File: src/rtl/mips_instr_decoder_if.sv
// Decoder bus: stage IR in, instruction-class flags and sticky RI status out.
interface mips_instr_decoder_if;
    logic [31:0] IR;
    logic        MemWrite;
    logic        MemRead;
    logic        sw;
    logic        sh;
    logic        sb;
    logic        lw;
    logic        lh;
    logic        lhu;
    logic        lb;
    logic        lbu;
    logic        RegWrite;
    logic        branch;
    logic        jump;
    logic        md;
    logic        cp0;
    logic        ri;
    logic        ri_seen;

    // Pipeline stage side: supplies IR, consumes the flags.
    modport master (
        output IR,
        input  MemWrite, MemRead, sw, sh, sb, lw, lh, lhu, lb, lbu,
        input  RegWrite, branch, jump, md, cp0, ri, ri_seen
    );

    // Decoder side.
    modport slave (
        input  IR,
        output MemWrite, MemRead, sw, sh, sb, lw, lh, lhu, lb, lbu,
        output RegWrite, branch, jump, md, cp0, ri, ri_seen
    );
endinterface

File: src/rtl/mips_instr_decoder.sv
// Per-stage MIPS instruction-class decoder with a sticky reserved-instruction flag.
module mips_instr_decoder (
    input  logic                  clk,
    input  logic                  reset,
    mips_instr_decoder_if.slave   bus
);
    localparam logic [31:0] EretWord = 32'h4200_0018;

    logic [5:0] op;
    logic [4:0] rs;
    logic [4:0] rt;
    logic [5:0] funct;

    logic known;
    logic reg_write;
    logic is_branch;
    logic is_jump;
    logic is_md;
    logic is_cp0;
    logic ri;
    logic ri_seen_q;

    assign op    = bus.IR[31:26];
    assign rs    = bus.IR[25:21];
    assign rt    = bus.IR[20:16];
    assign funct = bus.IR[5:0];

    // Classify the non-memory instruction groups; anything left unmatched is reserved.
    always_comb begin
        known     = 1'b0;
        reg_write = 1'b0;
        is_branch = 1'b0;
        is_jump   = 1'b0;
        is_md     = 1'b0;
        is_cp0    = 1'b0;
        unique case (op)
            6'h00: begin
                unique case (funct)
                    6'h00, 6'h02, 6'h03, 6'h04, 6'h06, 6'h07,
                    6'h20, 6'h21, 6'h22, 6'h23, 6'h24, 6'h25, 6'h26, 6'h27,
                    6'h2A, 6'h2B: begin
                        known     = 1'b1;
                        reg_write = 1'b1;
                    end
                    6'h08: begin
                        known   = 1'b1;
                        is_jump = 1'b1;
                    end
                    6'h09: begin
                        known     = 1'b1;
                        is_jump   = 1'b1;
                        reg_write = 1'b1;
                    end
                    6'h10, 6'h12: begin
                        known     = 1'b1;
                        is_md     = 1'b1;
                        reg_write = 1'b1;
                    end
                    6'h11, 6'h13, 6'h18, 6'h19, 6'h1A, 6'h1B: begin
                        known = 1'b1;
                        is_md = 1'b1;
                    end
                    default: ;
                endcase
            end
            6'h01: begin
                if (rt == 5'h00 || rt == 5'h01) begin
                    known     = 1'b1;
                    is_branch = 1'b1;
                end
            end
            6'h02: begin
                known   = 1'b1;
                is_jump = 1'b1;
            end
            6'h03: begin
                known     = 1'b1;
                is_jump   = 1'b1;
                reg_write = 1'b1;
            end
            6'h04, 6'h05, 6'h06, 6'h07: begin
                known     = 1'b1;
                is_branch = 1'b1;
            end
            6'h08, 6'h09, 6'h0A, 6'h0B, 6'h0C, 6'h0D, 6'h0E, 6'h0F: begin
                known     = 1'b1;
                reg_write = 1'b1;
            end
            // Loads write a GPR; stores do not.
            6'h20, 6'h21, 6'h23, 6'h24, 6'h25: begin
                known     = 1'b1;
                reg_write = 1'b1;
            end
            6'h28, 6'h29, 6'h2B: begin
                known = 1'b1;
            end
            6'h10: begin
                if (bus.IR == EretWord) begin
                    known  = 1'b1;
                    is_cp0 = 1'b1;
                end else if (rs == 5'h00) begin
                    known     = 1'b1;
                    is_cp0    = 1'b1;
                    reg_write = 1'b1;
                end else if (rs == 5'h04) begin
                    known  = 1'b1;
                    is_cp0 = 1'b1;
                end
            end
            default: ;
        endcase
        ri = ~known;
    end

    // Drive the bus flags; memory flags are exact opcode matches.
    always_comb begin
        bus.sw       = (op == 6'h2B);
        bus.sh       = (op == 6'h29);
        bus.sb       = (op == 6'h28);
        bus.lw       = (op == 6'h23);
        bus.lh       = (op == 6'h21);
        bus.lhu      = (op == 6'h25);
        bus.lb       = (op == 6'h20);
        bus.lbu      = (op == 6'h24);
        bus.MemWrite = bus.sw | bus.sh | bus.sb;
        bus.MemRead  = bus.lw | bus.lh | bus.lhu | bus.lb | bus.lbu;
        bus.RegWrite = reg_write;
        bus.branch   = is_branch;
        bus.jump     = is_jump;
        bus.md       = is_md;
        bus.cp0      = is_cp0;
        bus.ri       = ri;
        bus.ri_seen  = ri_seen_q;
    end

    // Sticky RI status: set by any reserved instruction, cleared only by reset.
    always_ff @(posedge clk) begin
        if (reset) begin
            ri_seen_q <= 1'b0;
        end else begin
            ri_seen_q <= ri_seen_q | ri;
        end
    end
endmodule

File: src/flat_wrapper.sv
// flat-port wrapper written by rule: the top's interface ports become plain ports
module mips_instr_decoder_flat 
  (clk, reset, bus_IR, bus_MemWrite, bus_MemRead, bus_sw, bus_sh, bus_sb, bus_lw, bus_lh, bus_lhu, bus_lb, bus_lbu, bus_RegWrite, bus_branch, bus_jump, bus_md, bus_cp0, bus_ri, bus_ri_seen);
  mips_instr_decoder_if bus_i ();
  input  logic clk;
  input  logic reset;
  input wire logic [$bits(bus_i.IR)-1:0] bus_IR;
  output wire logic [$bits(bus_i.MemWrite)-1:0] bus_MemWrite;
  output wire logic [$bits(bus_i.MemRead)-1:0] bus_MemRead;
  output wire logic [$bits(bus_i.sw)-1:0] bus_sw;
  output wire logic [$bits(bus_i.sh)-1:0] bus_sh;
  output wire logic [$bits(bus_i.sb)-1:0] bus_sb;
  output wire logic [$bits(bus_i.lw)-1:0] bus_lw;
  output wire logic [$bits(bus_i.lh)-1:0] bus_lh;
  output wire logic [$bits(bus_i.lhu)-1:0] bus_lhu;
  output wire logic [$bits(bus_i.lb)-1:0] bus_lb;
  output wire logic [$bits(bus_i.lbu)-1:0] bus_lbu;
  output wire logic [$bits(bus_i.RegWrite)-1:0] bus_RegWrite;
  output wire logic [$bits(bus_i.branch)-1:0] bus_branch;
  output wire logic [$bits(bus_i.jump)-1:0] bus_jump;
  output wire logic [$bits(bus_i.md)-1:0] bus_md;
  output wire logic [$bits(bus_i.cp0)-1:0] bus_cp0;
  output wire logic [$bits(bus_i.ri)-1:0] bus_ri;
  output wire logic [$bits(bus_i.ri_seen)-1:0] bus_ri_seen;
  assign bus_i.IR = bus_IR;
  assign bus_MemWrite = bus_i.MemWrite;
  assign bus_MemRead = bus_i.MemRead;
  assign bus_sw = bus_i.sw;
  assign bus_sh = bus_i.sh;
  assign bus_sb = bus_i.sb;
  assign bus_lw = bus_i.lw;
  assign bus_lh = bus_i.lh;
  assign bus_lhu = bus_i.lhu;
  assign bus_lb = bus_i.lb;
  assign bus_lbu = bus_i.lbu;
  assign bus_RegWrite = bus_i.RegWrite;
  assign bus_branch = bus_i.branch;
  assign bus_jump = bus_i.jump;
  assign bus_md = bus_i.md;
  assign bus_cp0 = bus_i.cp0;
  assign bus_ri = bus_i.ri;
  assign bus_ri_seen = bus_i.ri_seen;
  mips_instr_decoder u_core (.clk(clk), .reset(reset), .bus(bus_i));
endmodule
File: config.mk
export PLATFORM = sky130hd
export DESIGN_NAME = mips_instr_decoder_flat
export DESIGN_NICKNAME = d
export VERILOG_FILES = /design/src/rtl/mips_instr_decoder_if.sv /design/src/rtl/mips_instr_decoder.sv /design/src/flat_wrapper.sv
export SDC_FILE = /design/constraint.sdc
export NUM_CORES = 1
export LEC_CHECK = 0
export BUFFER_PORTS_ARGS = -buffer_cell sky130_fd_sc_hd__buf_2
export CAP_MARGIN = 25
export CORE_UTILIZATION = 32
export CTS_CLUSTER_DIAMETER = 30
export DETAILED_ROUTE_END_ITERATION = 10
export PLACE_DENSITY = 0.75
export SLEW_MARGIN = 20
export SYNTH_ARGS = -nofsm -noshare
export SYNTH_HDL_FRONTEND = slang
export SYNTH_SLANG_ARGS = --single-unit
File: constraint.sdc
create_clock -name clk -period 1.7 [get_ports clk]
set_input_delay 0.425 -clock clk [delete_from_list [all_inputs] [get_ports clk]]
set_output_delay 0.425 -clock clk [all_outputs]
set_load 0.02 [all_outputs]
==> results.md, run 1 <==
* IO buf count at 50
* Starting density of the core at 34.6%
* Cells after Synth at 77
* Worst setup endpoint GRT: bus_ri
* Status: did not finish
* Ys async rst share at 0%
* Yosys reg bits at 1
* Synth area leaders: nor2_1 9.4%, nor3_1 6.7%, nor4b_1 6.7%, nor4_1 6.0%, buf_6 4.3%
* Top cell type's share of synthesized area at 9.38%
* Synth unique cells at 37
* Halt Stage: 5_1_grt
* Syn Area/Cell at 6.76 um^2
* Most used DFF post-synth: dfxtp_1
* Detailed placement HPWL at 1840 um
* Worst endpoint pin kind: top-level output
* Post-synth EDFFs at 0
* Maximum number of pins on one net before global-route repair at 7
* Cells after DPL at 168
* Yosys warning count at 0
* Error msg: [ERROR DPL-0038] Utilization greater than 100%, impossible to legalize
* Io pins at 51
* Placement Rows at 14
* Die width at 42.3 um
* GPL Wtd Cong at between 0.8 and 0.9
* Die Ht at 42.3 um
* Area leader, netlist: nor2_1
* Place WS at -361 ps
* Seq/Total Area, Yosys at 3.85%
* Post-Syn Nets at 111
* Synthesized area at ~520 um^2
-- kinds of logic after synthesis --
kind of cell           count (synthesis)  synth area share, %
DFF                                    1                 3.85
muxes                                  1                 1.92
and+or+nand+nor                       50                 59.6
buffers and inverters                  8                 10.3
AOI/OAI and AO/OA                     17                 24.3
-- synthesized netlist by cell type (2+ instances only) --
master and count:
a21oi_1 3, nand2b_1 2, or3_1 2, nand2_1 4, nor3_1 7, nor2_1 13, nor4_1 5, o21ai_0 2
buf_6 2, buf_2 4, nor4b_1 4, nand3_1 4
-- stage by stage --
step                setup TNS [ps]  cell area, um^2
floorplan                    -1070              632
global placement             -2420             1080
detailed placement           -2670             1080
CTS                          -1560             1370
-- what timing repair did --
| action | 4_1_cts |
|---|---|
| gates resized for setup | 60 |
| buffers inserted | 6 |
| hold endpoints to repair | 0 |
| endpoints found under the setup margin | 17 |
| hold buffers | 0 |
| pin swaps | 17 |
==> run 2, diff against run 1 <==
- CORE_AREA: unset -> 2 2 63 65
- CORE_UTILIZATION: 32 -> unset
- CTS_CLUSTER_DIAMETER: 30 -> unset
- DIE_AREA: unset -> 0 0 65 67
- PLACE_DENSITY: 0.75 -> unset
- PLACE_DENSITY_LB_ADDON: unset -> 0.15
- clock period: 1.7 -> 2.2 ns (I/O delays scaled with it)
==> results.md, run 2 <==
* Status: finished, violations left
* Failing checks: setup timing
* Post-synth EDFFs at 0 (unchanged)
* DRT Pass-1 Iters at 2
* CTS clk-pin slew, worst paths at 0 ps
* RSZ-0062 raised after global routing: yes
* Final setup margin at -39.5 ps
* Data arrival time of the critical path at 1690 ps
* Full die area at 0.00436 mm^2
* Hold path start: u_core.bus.ri_seen$_SDFF_PP0_
* Final setup violation count at 1
* Synthesized area at 520 um^2 (unchanged)
* Flop-to-flop setup slack at 1660 ps
* Area leader, netlist: nor2_1
* Most common cell after layout, fill and taps aside: buf_2
* Cells after DPL at 201 (+20%)
* Congestion Overflow GR at 0
* Syn Area/Cell at 6.76 um^2 (unchanged)
* GRT Util Overall at 9.48%
* PD cells at 171 mW/mm^2
* Fillers at between 300 and 400
* Final Total Pwr at approximately 0.22 mW
* Worst reg2reg endpoint: u_core.bus.ri_seen$_SDFF_PP0_
* Die width at 65 um (+54%)
* Most instantiated library cell after synthesis: nor2_1
* Crit-path max FO at 3
* Slowest library cell on the worst path: nor4_2
* First-pass GRT wire length at ~3400 um
* Post-Syn Nets at 111 (unchanged)
* Hold Path Stages at 2
* Placement Cell Area at 0.00106 mm^2 (-2.0%)
* Worst path bufs/invs at 2
* Worst Reg-to-Reg Cells at 2
* Final hold vios at 0
* Final ANT Viol Nets at 0
* # DRC at 0
* Yosys warning count at 0 (unchanged)
* Actual slew at the worst max-slew pin at 379 ps
* Min-delay worst type: flip-flop to flip-flop
* Ys async rst share at 0% (unchanged)
* Worst path required time at 1650 ps
* Synthesis-to-layout area growth at 141%
* Pleak at approximately 0.59 nW
* ANT cells at 0
* Most frequent cells in the layout: 39 x buf_2, 35 x buf_4, 12 x nor2_1, 9 x buf_6
* Cells after Synth at 77 (unchanged)
* Placement Rows at 22 (+8)
* Vias in the first global route at 803
* Yosys reg bits at 1 (unchanged)
* Via count at 886
* CP endpoint kind: primary output
* Final Cell Area at 0.00125 mm^2
* IO buf count at 50 (unchanged)
* Tcrit/Tclk final at 102%
* Initial DRC Count at 18
* GPL Wtd Cong at 0.742 (-14%)
* Final Instance Count excl. Fillers at approximately 200
* Seq/Total Area, Yosys at 3.85% (unchanged)
* Synth area leaders: nor2_1 9.4%, nor3_1 6.7%, nor4b_1 6.7%, nor4_1 6.0%, buf_6 4.3%
* Detailed placement HPWL at 1980 um (+7.7%)
* CP top delay family: simple AND/OR/NAND/NOR gates
* Commonest cells in the netlist: 13 x nor2_1, 7 x nor3_1, 5 x nor4_1
* Slew Viols, Final at 0
* Maximum resistive drop on vdd at 0.0483 mV
* Layout cells sized above 1 at between 70% and 80%
* Max reg flops at 1
* Core footprint at 0.00361 mm^2
* Hold Crit Endpoint: u_core.bus.ri_seen$_SDFF_PP0_
* Max Fclk at around 450 MHz
* Critical path cell sequence: buf_2 -> nor4_2 -> and4_1 -> nand3_2 -> a21oi_4 -> nor3_2 -> buf_4
* Clock period minus worst slack at 2240 ps
* Maximum number of pins on one net before global-route repair at 9
* Crit path largest cell delay at ~290 ps
* CP Launch Type: input pin
* WL final at 2310 um
* Via density at roughly 4.3
* Nets at 192
* Worst relative slew slack at 74.4%
* Die Ht at 67 um (+58%)
* Post-DR wirelength/cell at 11.3 um
* Setup Skew at 0 ps
* Total of max-cap violations at 0
* Synth unique cells at 37 (unchanged)
* Reg2reg start: u_core.bus.ri_seen$_SDFF_PP0_
* Skew-Pair Late Insertion Delay at 0 ps
* Most used DFF post-synth: dfxtp_1
* Top cell type's share of synthesized area at 9.38% (unchanged)
* Critical path type: input pin to primary output
* Initial antenna violation count at 0
* Starting density of the core at 14.4% (-20 points)
* Io pins at 51 (unchanged)
## run 2: cell counts after synthesis
Identical to the previous run, type by type.
## run 2: where the power goes
part | switching (mW) | internal [mW] | leakage (nW)
Combinational | 0.0881 | 0.105 | 0.578
Sequential | 0.000901 | 0.0208 | 0.00844
Clock | 0 | 0 | 0
Total | 0.0890 | 0.126 | 0.587
## run 2: how the worst max path moves through the flow
stage,from,endpoint,slack (ps),cells past startpoint
finish,bus_IR[0],bus_ri,-40,7
global route,bus_IR[20],bus_ri,-130,7
CTS,bus_IR[20],bus_ri,-50,7
detailed placement,bus_IR[17],bus_ri,-170,7
global placement,bus_IR[17],bus_ri,-140,7
floorplan,bus_IR[5],bus_ri,20,6
## run 2: cells by family after synthesis
kind of cell | count (synthesis) | synth area share, %
compound gates | 17 | 24.3
buf+inv | 8 | 10.3
flops | 1 | 3.85
mux | 1 | 1.92
simple gates | 50 | 59.6
## run 2: layout make-up
cell class                      count  area [um^2]  area share [%]
Inverter                            1         3.75           0.299
Sequential cell                     1         20.0            1.60
Timing Repair Buffer               86          609            48.6
Tap cell                           48         60.1            4.79
Multi-Input combinational cell     68          562            44.8
## run 2: layer usage
metal  vias to the layer above  track usage (%)  share of wire (%)
met5                         -                0                  0
met2                        22             19.8                 55
met4                         0                0                  0
li1                        454                -                  -
met3                         0            0.845                5.0
met1                       410             10.8                 39
## run 2: worst register-to-register path, cell delays in order, from the launching register on
cell and delay [ps]:
dfxtp_1 280, nand2b_1 70, o41ai_2 60
## run 2: stage by stage
step | setup WS (ps) | util (%) | hold slack (ps) | TNS [ps]
3_5_place_dp | -167 | 29.4 | 450 | -584
4_1_cts | -46.7 | 32.9 | 450 | -99.2
2_1_floorplan | 23.5 | - | 567 | 0
6_report | -39.5 | 34.8 | 445 | -39.5
5_1_grt | -127 | 34.8 | 464 | -273
3_3_place_gp | -138 | 29.4 | 449 | -542
## run 2: timing repair
item / CTS / global route
setup buffers: 1 / 2
gates resized for setup: 25 / 14
hold buffers: 0 / 0
pin swaps: 8 / 7
endpoints found under the setup margin: 6 / 6
(Power assumes the default switching activity.)
